<file path="src/rtl/acc_req_arbiter_if.sv">
// Bundle of requester-side, accelerator-side and status signals shared by
// acc_req_arbiter; slave is the arbiter, master is everything around it.
interface acc_req_arbiter_if #(
    parameter int NrPorts        = 2,
    parameter int InsnWidth      = 32,
    parameter int DataWidth      = 64,
    parameter int TransIdBits    = 3,
    parameter int MaxOutstanding = 4
);
    localparam int CntW = $clog2(MaxOutstanding + 1);

    logic [NrPorts-1:0]             req_valid_i;
    logic [NrPorts-1:0]             req_ready_o;
    logic [NrPorts*InsnWidth-1:0]   req_insn_i;
    logic [NrPorts*DataWidth-1:0]   req_rs1_i;
    logic [NrPorts*DataWidth-1:0]   req_rs2_i;
    logic [NrPorts*TransIdBits-1:0] req_trans_id_i;

    logic                           acc_req_valid_o;
    logic                           acc_req_ready_i;
    logic [InsnWidth-1:0]           acc_req_insn_o;
    logic [DataWidth-1:0]           acc_req_rs1_o;
    logic [DataWidth-1:0]           acc_req_rs2_o;
    logic [TransIdBits-1:0]         acc_req_trans_id_o;

    logic                           acc_resp_valid_i;
    logic                           acc_resp_ready_o;
    logic [TransIdBits-1:0]         acc_resp_trans_id_i;
    logic [DataWidth-1:0]           acc_resp_result_i;

    logic [NrPorts-1:0]             resp_valid_o;
    logic [NrPorts-1:0]             resp_ready_i;
    logic [TransIdBits-1:0]         resp_trans_id_o;
    logic [DataWidth-1:0]           resp_result_o;

    logic [CntW-1:0]                outstanding_o;
    logic                           orphan_resp_o;

    modport slave (
        input  req_valid_i, req_insn_i, req_rs1_i, req_rs2_i, req_trans_id_i,
        output req_ready_o,
        output acc_req_valid_o, acc_req_insn_o, acc_req_rs1_o, acc_req_rs2_o, acc_req_trans_id_o,
        input  acc_req_ready_i,
        input  acc_resp_valid_i, acc_resp_trans_id_i, acc_resp_result_i,
        output acc_resp_ready_o,
        output resp_valid_o, resp_trans_id_o, resp_result_o,
        input  resp_ready_i,
        output outstanding_o, orphan_resp_o
    );

    modport master (
        output req_valid_i, req_insn_i, req_rs1_i, req_rs2_i, req_trans_id_i,
        input  req_ready_o,
        input  acc_req_valid_o, acc_req_insn_o, acc_req_rs1_o, acc_req_rs2_o, acc_req_trans_id_o,
        output acc_req_ready_i,
        output acc_resp_valid_i, acc_resp_trans_id_i, acc_resp_result_i,
        input  acc_resp_ready_o,
        input  resp_valid_o, resp_trans_id_o, resp_result_o,
        output resp_ready_i,
        input  outstanding_o, orphan_resp_o
    );
endinterface

</file>
<file path="src/rtl/acc_req_arbiter.sv">
// Round-robin sharing of one accelerator port among NrPorts requesters; an
// in-order owner FIFO steers each response back to the port that issued it.
module acc_req_arbiter #(
    parameter int NrPorts        = 2,
    parameter int InsnWidth      = 32,
    parameter int DataWidth      = 64,
    parameter int TransIdBits    = 3,
    parameter int MaxOutstanding = 4
) (
    input  logic           clk_i,
    input  logic           rst_i,
    acc_req_arbiter_if.slave bus
);
    localparam int IdxW = $clog2(NrPorts);
    localparam int PtrW = (MaxOutstanding > 1) ? $clog2(MaxOutstanding) : 1;
    localparam int CntW = $clog2(MaxOutstanding + 1);

    logic [InsnWidth-1:0]   insn_arr [NrPorts];
    logic [DataWidth-1:0]   rs1_arr  [NrPorts];
    logic [DataWidth-1:0]   rs2_arr  [NrPorts];
    logic [TransIdBits-1:0] tid_arr  [NrPorts];

    logic [IdxW-1:0]        rr_ptr_reg;
    logic [IdxW:0]          cand;
    logic                   grant_valid;
    logic [IdxW-1:0]        grant_idx;
    logic                   can_accept;
    logic                   push;
    logic                   pop;

    logic                   acc_valid_reg;
    logic [InsnWidth-1:0]   acc_insn_reg;
    logic [DataWidth-1:0]   acc_rs1_reg;
    logic [DataWidth-1:0]   acc_rs2_reg;
    logic [TransIdBits-1:0] acc_tid_reg;

    logic [IdxW-1:0]        owner_mem [MaxOutstanding];
    logic [PtrW-1:0]        wr_ptr_reg;
    logic [PtrW-1:0]        rd_ptr_reg;
    logic [CntW-1:0]        count_reg;
    logic                   orphan_reg;
    logic                   fifo_empty;
    logic [IdxW-1:0]        head_owner;

    genvar gi;
    generate
        for (gi = 0; gi < NrPorts; gi++) begin : g_port
            assign insn_arr[gi] = bus.req_insn_i[gi*InsnWidth +: InsnWidth];
            assign rs1_arr[gi]  = bus.req_rs1_i[gi*DataWidth +: DataWidth];
            assign rs2_arr[gi]  = bus.req_rs2_i[gi*DataWidth +: DataWidth];
            assign tid_arr[gi]  = bus.req_trans_id_i[gi*TransIdBits +: TransIdBits];
            assign bus.req_ready_o[gi]  = can_accept & grant_valid & (grant_idx == IdxW'(gi));
            assign bus.resp_valid_o[gi] = !fifo_empty & bus.acc_resp_valid_i & (head_owner == IdxW'(gi));
        end
    endgenerate

    // Scan offsets from highest to lowest so the requester nearest the pointer wins.
    always_comb begin
        grant_valid = 1'b0;
        grant_idx   = '0;
        cand        = '0;
        for (int k = NrPorts - 1; k >= 0; k--) begin
            cand = {1'b0, rr_ptr_reg} + (IdxW+1)'(k);
            if (cand >= (IdxW+1)'(NrPorts)) begin
                cand = cand - (IdxW+1)'(NrPorts);
            end
            if (bus.req_valid_i[cand[IdxW-1:0]]) begin
                grant_valid = 1'b1;
                grant_idx   = cand[IdxW-1:0];
            end
        end
    end

    assign fifo_empty = (count_reg == '0);
    assign head_owner = owner_mem[rd_ptr_reg];
    // Full blocks the push even when a pop happens in the same cycle.
    assign can_accept = (!acc_valid_reg | bus.acc_req_ready_i) & (count_reg < CntW'(MaxOutstanding));
    assign push       = grant_valid & can_accept;
    assign pop        = bus.acc_resp_valid_i & !fifo_empty & bus.resp_ready_i[head_owner];

    assign bus.acc_resp_ready_o   = fifo_empty | bus.resp_ready_i[head_owner];
    assign bus.resp_trans_id_o    = bus.acc_resp_trans_id_i;
    assign bus.resp_result_o      = bus.acc_resp_result_i;
    assign bus.acc_req_valid_o    = acc_valid_reg;
    assign bus.acc_req_insn_o     = acc_insn_reg;
    assign bus.acc_req_rs1_o      = acc_rs1_reg;
    assign bus.acc_req_rs2_o      = acc_rs2_reg;
    assign bus.acc_req_trans_id_o = acc_tid_reg;
    assign bus.outstanding_o      = count_reg;
    assign bus.orphan_resp_o      = orphan_reg;

    always_ff @(posedge clk_i) begin
        if (push) begin
            owner_mem[wr_ptr_reg] <= grant_idx;
        end
    end

    always_ff @(posedge clk_i) begin
        if (rst_i) begin
            rr_ptr_reg    <= '0;
            acc_valid_reg <= 1'b0;
            acc_insn_reg  <= '0;
            acc_rs1_reg   <= '0;
            acc_rs2_reg   <= '0;
            acc_tid_reg   <= '0;
            wr_ptr_reg    <= '0;
            rd_ptr_reg    <= '0;
            count_reg     <= '0;
            orphan_reg    <= 1'b0;
        end else begin
            if (push) begin
                rr_ptr_reg    <= (grant_idx == IdxW'(NrPorts - 1)) ? '0 : grant_idx + 1'b1;
                acc_valid_reg <= 1'b1;
                acc_insn_reg  <= insn_arr[grant_idx];
                acc_rs1_reg   <= rs1_arr[grant_idx];
                acc_rs2_reg   <= rs2_arr[grant_idx];
                acc_tid_reg   <= tid_arr[grant_idx];
                wr_ptr_reg    <= (wr_ptr_reg == PtrW'(MaxOutstanding - 1)) ? '0 : wr_ptr_reg + 1'b1;
            end else if (bus.acc_req_ready_i) begin
                acc_valid_reg <= 1'b0;
            end
            if (pop) begin
                rd_ptr_reg <= (rd_ptr_reg == PtrW'(MaxOutstanding - 1)) ? '0 : rd_ptr_reg + 1'b1;
            end
            if (push && !pop) begin
                count_reg <= count_reg + 1'b1;
            end else if (!push && pop) begin
                count_reg <= count_reg - 1'b1;
            end
            if (bus.acc_resp_valid_i && fifo_empty) begin
                orphan_reg <= 1'b1;
            end
        end
    end
endmodule

</file>
<file path="src/flat_wrapper.sv">
// flat-port wrapper written by rule: the top's interface ports become plain ports
module acc_req_arbiter_flat 
#(
    parameter int NrPorts        = 2,
    parameter int InsnWidth      = 32,
    parameter int DataWidth      = 64,
    parameter int TransIdBits    = 3,
    parameter int MaxOutstanding = 4
)
  (clk_i, rst_i, bus_req_valid_i, bus_req_insn_i, bus_req_rs1_i, bus_req_rs2_i, bus_req_trans_id_i, bus_req_ready_o, bus_acc_req_valid_o, bus_acc_req_insn_o, bus_acc_req_rs1_o, bus_acc_req_rs2_o, bus_acc_req_trans_id_o, bus_acc_req_ready_i, bus_acc_resp_valid_i, bus_acc_resp_trans_id_i, bus_acc_resp_result_i, bus_acc_resp_ready_o, bus_resp_valid_o, bus_resp_trans_id_o, bus_resp_result_o, bus_resp_ready_i, bus_outstanding_o, bus_orphan_resp_o);
  acc_req_arbiter_if #(.NrPorts(NrPorts), .InsnWidth(InsnWidth), .DataWidth(DataWidth), .TransIdBits(TransIdBits), .MaxOutstanding(MaxOutstanding)) bus_i ();
  input  logic clk_i;
  input  logic rst_i;
  input wire logic [$bits(bus_i.req_valid_i)-1:0] bus_req_valid_i;
  input wire logic [$bits(bus_i.req_insn_i)-1:0] bus_req_insn_i;
  input wire logic [$bits(bus_i.req_rs1_i)-1:0] bus_req_rs1_i;
  input wire logic [$bits(bus_i.req_rs2_i)-1:0] bus_req_rs2_i;
  input wire logic [$bits(bus_i.req_trans_id_i)-1:0] bus_req_trans_id_i;
  output wire logic [$bits(bus_i.req_ready_o)-1:0] bus_req_ready_o;
  output wire logic [$bits(bus_i.acc_req_valid_o)-1:0] bus_acc_req_valid_o;
  output wire logic [$bits(bus_i.acc_req_insn_o)-1:0] bus_acc_req_insn_o;
  output wire logic [$bits(bus_i.acc_req_rs1_o)-1:0] bus_acc_req_rs1_o;
  output wire logic [$bits(bus_i.acc_req_rs2_o)-1:0] bus_acc_req_rs2_o;
  output wire logic [$bits(bus_i.acc_req_trans_id_o)-1:0] bus_acc_req_trans_id_o;
  input wire logic [$bits(bus_i.acc_req_ready_i)-1:0] bus_acc_req_ready_i;
  input wire logic [$bits(bus_i.acc_resp_valid_i)-1:0] bus_acc_resp_valid_i;
  input wire logic [$bits(bus_i.acc_resp_trans_id_i)-1:0] bus_acc_resp_trans_id_i;
  input wire logic [$bits(bus_i.acc_resp_result_i)-1:0] bus_acc_resp_result_i;
  output wire logic [$bits(bus_i.acc_resp_ready_o)-1:0] bus_acc_resp_ready_o;
  output wire logic [$bits(bus_i.resp_valid_o)-1:0] bus_resp_valid_o;
  output wire logic [$bits(bus_i.resp_trans_id_o)-1:0] bus_resp_trans_id_o;
  output wire logic [$bits(bus_i.resp_result_o)-1:0] bus_resp_result_o;
  input wire logic [$bits(bus_i.resp_ready_i)-1:0] bus_resp_ready_i;
  output wire logic [$bits(bus_i.outstanding_o)-1:0] bus_outstanding_o;
  output wire logic [$bits(bus_i.orphan_resp_o)-1:0] bus_orphan_resp_o;
  assign bus_i.req_valid_i = bus_req_valid_i;
  assign bus_i.req_insn_i = bus_req_insn_i;
  assign bus_i.req_rs1_i = bus_req_rs1_i;
  assign bus_i.req_rs2_i = bus_req_rs2_i;
  assign bus_i.req_trans_id_i = bus_req_trans_id_i;
  assign bus_req_ready_o = bus_i.req_ready_o;
  assign bus_acc_req_valid_o = bus_i.acc_req_valid_o;
  assign bus_acc_req_insn_o = bus_i.acc_req_insn_o;
  assign bus_acc_req_rs1_o = bus_i.acc_req_rs1_o;
  assign bus_acc_req_rs2_o = bus_i.acc_req_rs2_o;
  assign bus_acc_req_trans_id_o = bus_i.acc_req_trans_id_o;
  assign bus_i.acc_req_ready_i = bus_acc_req_ready_i;
  assign bus_i.acc_resp_valid_i = bus_acc_resp_valid_i;
  assign bus_i.acc_resp_trans_id_i = bus_acc_resp_trans_id_i;
  assign bus_i.acc_resp_result_i = bus_acc_resp_result_i;
  assign bus_acc_resp_ready_o = bus_i.acc_resp_ready_o;
  assign bus_resp_valid_o = bus_i.resp_valid_o;
  assign bus_resp_trans_id_o = bus_i.resp_trans_id_o;
  assign bus_resp_result_o = bus_i.resp_result_o;
  assign bus_i.resp_ready_i = bus_resp_ready_i;
  assign bus_outstanding_o = bus_i.outstanding_o;
  assign bus_orphan_resp_o = bus_i.orphan_resp_o;
  acc_req_arbiter #(.NrPorts(NrPorts), .InsnWidth(InsnWidth), .DataWidth(DataWidth), .TransIdBits(TransIdBits), .MaxOutstanding(MaxOutstanding)) u_core (.clk_i(clk_i), .rst_i(rst_i), .bus(bus_i));
endmodule
</file>
<file path="config.mk">
export PLATFORM = sky130hd
export DESIGN_NAME = acc_req_arbiter_flat
export DESIGN_NICKNAME = d
export VERILOG_FILES = /design/src/rtl/acc_req_arbiter_if.sv /design/src/rtl/acc_req_arbiter.sv /design/src/flat_wrapper.sv
export SDC_FILE = /design/constraint.sdc
export NUM_CORES = 1
export LEC_CHECK = 0
export BUFFER_PORTS_ARGS = -buffer_cell sky130_fd_sc_hd__clkbuf_2
export CORE_AREA = 2 2 247 249
export CTS_CLUSTER_SIZE = 24
export DETAILED_ROUTE_END_ITERATION = 8
export DIE_AREA = 0 0 249 251
export MAX_ROUTING_LAYER = met4
export SETUP_SLACK_MARGIN = 0.5
export SYNTH_ARGS = -nofsm -noshare
export SYNTH_HDL_FRONTEND = slang
export SYNTH_SLANG_ARGS = --single-unit
</file>
<file path="constraint.sdc">
create_clock -name clk_i -period 2.76 [get_ports clk_i]
set_input_delay 0.276 -clock clk_i [delete_from_list [all_inputs] [get_ports clk_i]]
set_output_delay 0.276 -clock clk_i [all_outputs]
set_load 0.02 [all_outputs]
</file>
# == Yosys cells after proc, flatten, opt, wreduce, memory -nomap -nowiden ==
# Memory sizes are Yosys's and may differ from the RTL's. A register that Yosys moved wholly into a read port is not among the register bits.
# Cells that the tools add are included.
# totals
ff_bits,173
ramBits,4
input_bits,401
output_inout_bits,240
wordCells,86
memories,1
# op_classes
addsub,8
magnitude_cmp,7
eq_ne,2
n_mux,35
n_bitwise,13
n_reduce_logical,10
# mem_list
memory,words,word_bits,read_ports,rd_ports_with_merged_regs,write_ports,line,source
u_core.owner_mem,4,1,1,1,1,acc_req_arbiter.sv:37,logic [IdxW-1:0] owner_mem [MaxOutstanding];
# ops
op,n
$mux W64,6
$mux W32,3
$mux W1,17
$mux W3,5
$and A1 B1 Y1,8
$mux W2,4
$lt A1 B2 Y1 const B,3
$add A2 B1 Y2 const B,2
$eq A2 B2 Y1 const B,2
$ge A2 B2 Y1 const B,2
$logic_not A1 Y1,4
$reduce_bool A2 Y1,2
$add A3 B1 Y3 const B,1
$logic_and A1 B1 Y1,3
$logic_not A3 Y1,1
$lt A3 B3 Y1 const B,1
$sub A3 B1 Y3 const B,1
$add A1 B1 Y2 const B,1
$ge A1 B2 Y1 const B,1
$not A1 Y1,2
$not A1 Y2,1
$or A1 B1 Y1,2
$sub A1 B1 Y1 const B,2
$add A1 B1 Y1 const B,1

# == Depth between registers and ports, before layout ==
# depth
ltp_word,12
ltp_mapped,11

# == Least setup slack after synthesis ==
# OpenSTA, ideal clock, no wires.
# synth_timing
path_kind,register -> register
startpoint,reg u_core.count_reg[2] (netlist: u_core.bus.outstanding_o[2])
endpoint,reg u_core.count_reg[2] (netlist: u_core.bus.outstanding_o[2])
arrival_time_ns,2.396
required_time_ns,2.690
path_slack_ns,0.293
stages_incl_launch_ff,12
n_path_buf,2
synth_period_minus_slack_ns,2.467
cell_sequence,dfxtp_1 o21ba_1 buf_4 nand2_2 inv_2 clkbuf_1 ha_1 inv_1 fa_1 xor2_1 or3_1 a21oi_1
# synth_via
elab_cells_between_ends,16
# synth_rtl
element,line,source
start: declaration,acc_req_arbiter.sv:40,logic [CntW-1:0] count_reg;
start signal: assignment,acc_req_arbiter.sv:126,count_reg <= count_reg + 1'b1;
start signal: assignment,acc_req_arbiter.sv:128,count_reg <= count_reg - 1'b1;
$lt A3 B3 Y1 *,acc_req_arbiter.sv:77,assign can_accept = (!acc_valid_reg | bus.acc_req_ready_i) & (count_reg < CntW'(MaxOutstanding));
$and A1 B1 Y1 *,acc_req_arbiter.sv:77,
$and A1 B1 Y1 *,acc_req_arbiter.sv:78,assign push = grant_valid & can_accept;
named net u_core.push,acc_req_arbiter.sv:28,logic push;
$logic_not A1 Y1,acc_req_arbiter.sv:127,end else if (!push && pop) begin
$logic_and A1 B1 Y1,acc_req_arbiter.sv:127,
$reduce_bool A2 Y1 (no line),-,
# Mark *: on every way through the listed nets, which the timed path passes. The rest lies on a longest branch. The select of a mux whose other input is x is not followed.
# A chain may end at the register's enable or synchronous reset.

==> metrics.md <==
| Metric | Value |
|---|---|
| Die Y-Extent | 251 um |
| # H-tree levels | 4 |
| Max-capacitance violation count | 0 |
| Post-synthesis mux area share | 0.7018% |
| Port Buffer Count | 506 |
| I/O pin cnt | 641 |
| Register area share after synthesis | 37.64% |
| Fmax | 0.4193 GHz |
| Placed Cells | 2207 |
| # setup viols final | 0 |
| Maximum fanout along the worst path | 2 |
| XOR/XNOR Fraction of Synth Area | 0.1820% |
| Period utilization | 86.42% |
| DP HPWL | 26.28 mm |
| Critical path startpoint category | flop |
| Nets | 1875 |
| DP Area | 0.01227 mm2 |
| Vias per cell | 4.968 |
| Post-Synth Adder-Cell Area | 0.9878% |
| Top_reg_cell synth | dfxtp_1 |
| Largest net degree at the start of global routing | 171 |
| Yosys warns | 0 |
| First-pass GRT wire length | 62.02 mm |
| Ys async rst share | 0% |
| DRC | 0 |
| Starting density of the core | 16.10% |
| Combinational family with the most area after synthesis | compound AO/OA/AOI/OAI gates |
| Synth Area in Simple Gates | 1.521% |
| Routed vias | 11.24k |
| Layout cells sized above 1 | 39.73% |
| Arr. time, crit path | 2.78 ns |
| Fillcell total | 6558 |
| Pre-Repair DR Iteration Count | 6 |
| Row count | 90 |
| Setup TNS | 0 ns |
| Synth Net Count | 1532 |
| Avg Cell Area, Syn | 8.565 um2 |
| Synth area leader | dfxtp_1 |
| Top cells by area, synth | dfxtp_1 (36%), a311oi_1 (14%), o211ai_1 (13%), a21oi_1 (8.8%), o21ai_0 (8.6%) |
| Max Buffers Root-to-Sink | 2 |
| Worst-skew pair later-pin latency | 0.49 ns |
| CTS tree | built |
| Pleak | 5.143 nW |
| Cells after Synth | 1124 |
| Tightest Hold Check Type | in2reg |
| Core Box Area | 0.05979 mm2 |
| CP Capture Type | flop |
| Crit path kind | reg2reg |
| Pre-CTS setup slack | 0.3495 ns |
| CTS Root Cell | clkbuf_16 |
| Design Area, Final | 0.01309 mm2 |
| GRT overflow | 0 |
| Clk sinks | 179 |
| Number of enable flip-flop cells after synthesis | 4 |
| Final wirelength | 40.65 mm |
| Die Span X | 249 um |
| Synthesized area | 0.009627 mm2 |
| CTS clock-pin slew for the worst setup and hold paths | 0.08 ns |
| RePlAce Congestion | 0.8656 |
| Fin crit period | 2.385 ns |
| Vias in the first global route | 10.91k |
| Fin. Hold Viols | 0 |
| WL/cell | 17.96 um |
| Area fraction of the dominant cell type after synthesis | 36.39% |
| Worst setup margin | 0.3749 ns |
| Status | completed |
| Count of final max-slew check failures | 0 |
| Number of CTS-inserted buffers | 17 |
| Total track usage | 12.87% |
| RSZ-0062 raised after global routing | yes |
| Peak VDD IR | 485.5 uV |
| Layout Cells excl Fill | 2263 |
| Synth unique cells | 37 |
| Register area | 0.003628 mm2 |
| CP required | 3.16 ns |
| Final core occ | 21.90% |
| P&R area growth vs syn | 36.00% |
| Compound-Gate Fraction of Synth Area | 45.81% |
| Fin Clk Skew | 0.02363 ns |
| Worst-margin pin slew | 1.232 ns |
| Remaining antenna violation count | 0 |
| Pwr/cell area | 814.3 mW/mm2 |
| Die area | 0.06250 mm2 |
| Antenna violations before repair | 1 |
| DRT iter0 DRCs | 706 |
| Area of the multi-input gates | 0.004790 mm2 |
| Synthesis-stage register bit count | 179 |
| Rel. slew slack | 17.86% |
-- critical path: stages (launching register included) --
cell and delay, ns:
edfxtp_1 0.35, mux4_2 0.53, mux2i_4 0.21, inv_1 0.08
ha_2 0.18, inv_2 0.04, fa_2 0.34, xor2_1 0.15
or3_1 0.30, a21oi_1 0.12
-- cells in the final DEF, fill, tap and decap left out, types with 4 or more instances in the layout --
cell type,instances
edfxtp_1,4
nor2_1,5
o211ai_1,163
o21ai_0,165
ha_1,5
inv_6,5
clkbuf_16,17
dfxtp_1,173
clkbuf_2,503
buf_4,21
a311oi_2,5
and3_1,4
a311oi_1,158
dlygate4sd3_1,16
a21oi_1,169
buf_12,10
-- power breakdown --
part,total [W],internal [W],switching [W]
Clock,0.00259,0.00136,0.00123
Combinational,0.00433,0.00150,0.00283
Sequential,0.00374,0.00328,0.000466
Total,0.0107,0.00614,0.00453
-- layer usage --
layer,wire length (um),GRT usage [%],vias up
met5,0,-,-
met4,1908,7.706,0
met3,3848,3.924,98
met2,18480,19.30,762
met1,16420,15.14,5319
li1,-,-,5063
-- kinds of logic (layout without fill, tap and decap cells) --
group / Yosys count / after routing
AOI/OAI and AO/OA: 667 / 667
buffers and inverters: 238 / 592
DFF: 179 / 179
and+or+nand+nor: 26 / 28
adders and majority gates: 7 / 7
muxes: 5 / 5
xor gates and xnor gates: 2 / 2
other: 0 / 1
-- synth_stat cells, types with 2 or more instances --
| master | number |
|---|---|
| buf_4 | 78 |
| edfxtp_1 | 4 |
| and3_1 | 4 |
| o21ai_0 | 165 |
| a311oi_1 | 158 |
| buf_6 | 5 |
| o211ai_1 | 163 |
| inv_1 | 4 |
| buf_2 | 34 |
| a311oi_2 | 5 |
| inv_2 | 3 |
| o311ai_0 | 2 |
| clkbuf_1 | 111 |
| nor3_1 | 3 |
| dfxtp_1 | 175 |
| xor2_1 | 2 |
| nor2_1 | 6 |
| buf_1 | 3 |
| nand2b_1 | 4 |
| a21oi_1 | 169 |
| and2b_1 | 2 |
| mux2i_1 | 2 |
| nor2b_1 | 3 |
| ha_1 | 6 |
-- repair_timing --
item | 4_1_cts | 5_1_grt
pin swaps | 1 | 0
hold buffers | 16 | 0
resized for setup | 4 | 2
setup endpoints to repair | 4 | 3
endpoints found under the hold margin | 16 | 0
setup buffers | 4 | 1
cloned | 2 | 0
-- per-stage QoR --
step	total power, W	hold slack (ns)
floorplan	0.006619	0.4167
global placement	0.007925	0.4511
detailed placement	0.007992	0.4638
CTS	0.01077	0.0008574
global route	0.01127	0.02524
finish	0.01066	0.05576
-- cell type report --
cell class | instances | share of cell area, %
multi-input combinational | 709 | 36.58
sequential | 179 | 27.71
timing repair buffer | 553 | 23.39
tap | 782 | 7.473
clock buffer | 18 | 3.278
clock inverter | 14 | 1.261
inverter | 7 | 0.2771
antenna | 1 | 0.01911
-- path summary, 6_finish.rpt --
path,from,end,slack (ns),cells past startpoint
setup / recovery,u_core.owner_mem[3],u_core.bus.outstanding_o[2],0.37,9
hold reg to reg,u_core.bus.orphan_resp_o,u_core.bus.orphan_resp_o,0.48,2
hold / removal,bus_req_rs1_i[111],u_core.bus.acc_req_rs1_o[47],0.06,3
setup reg to reg,u_core.owner_mem[3],u_core.bus.outstanding_o[2],0.37,9
Power figures use the tool's default switching activity.
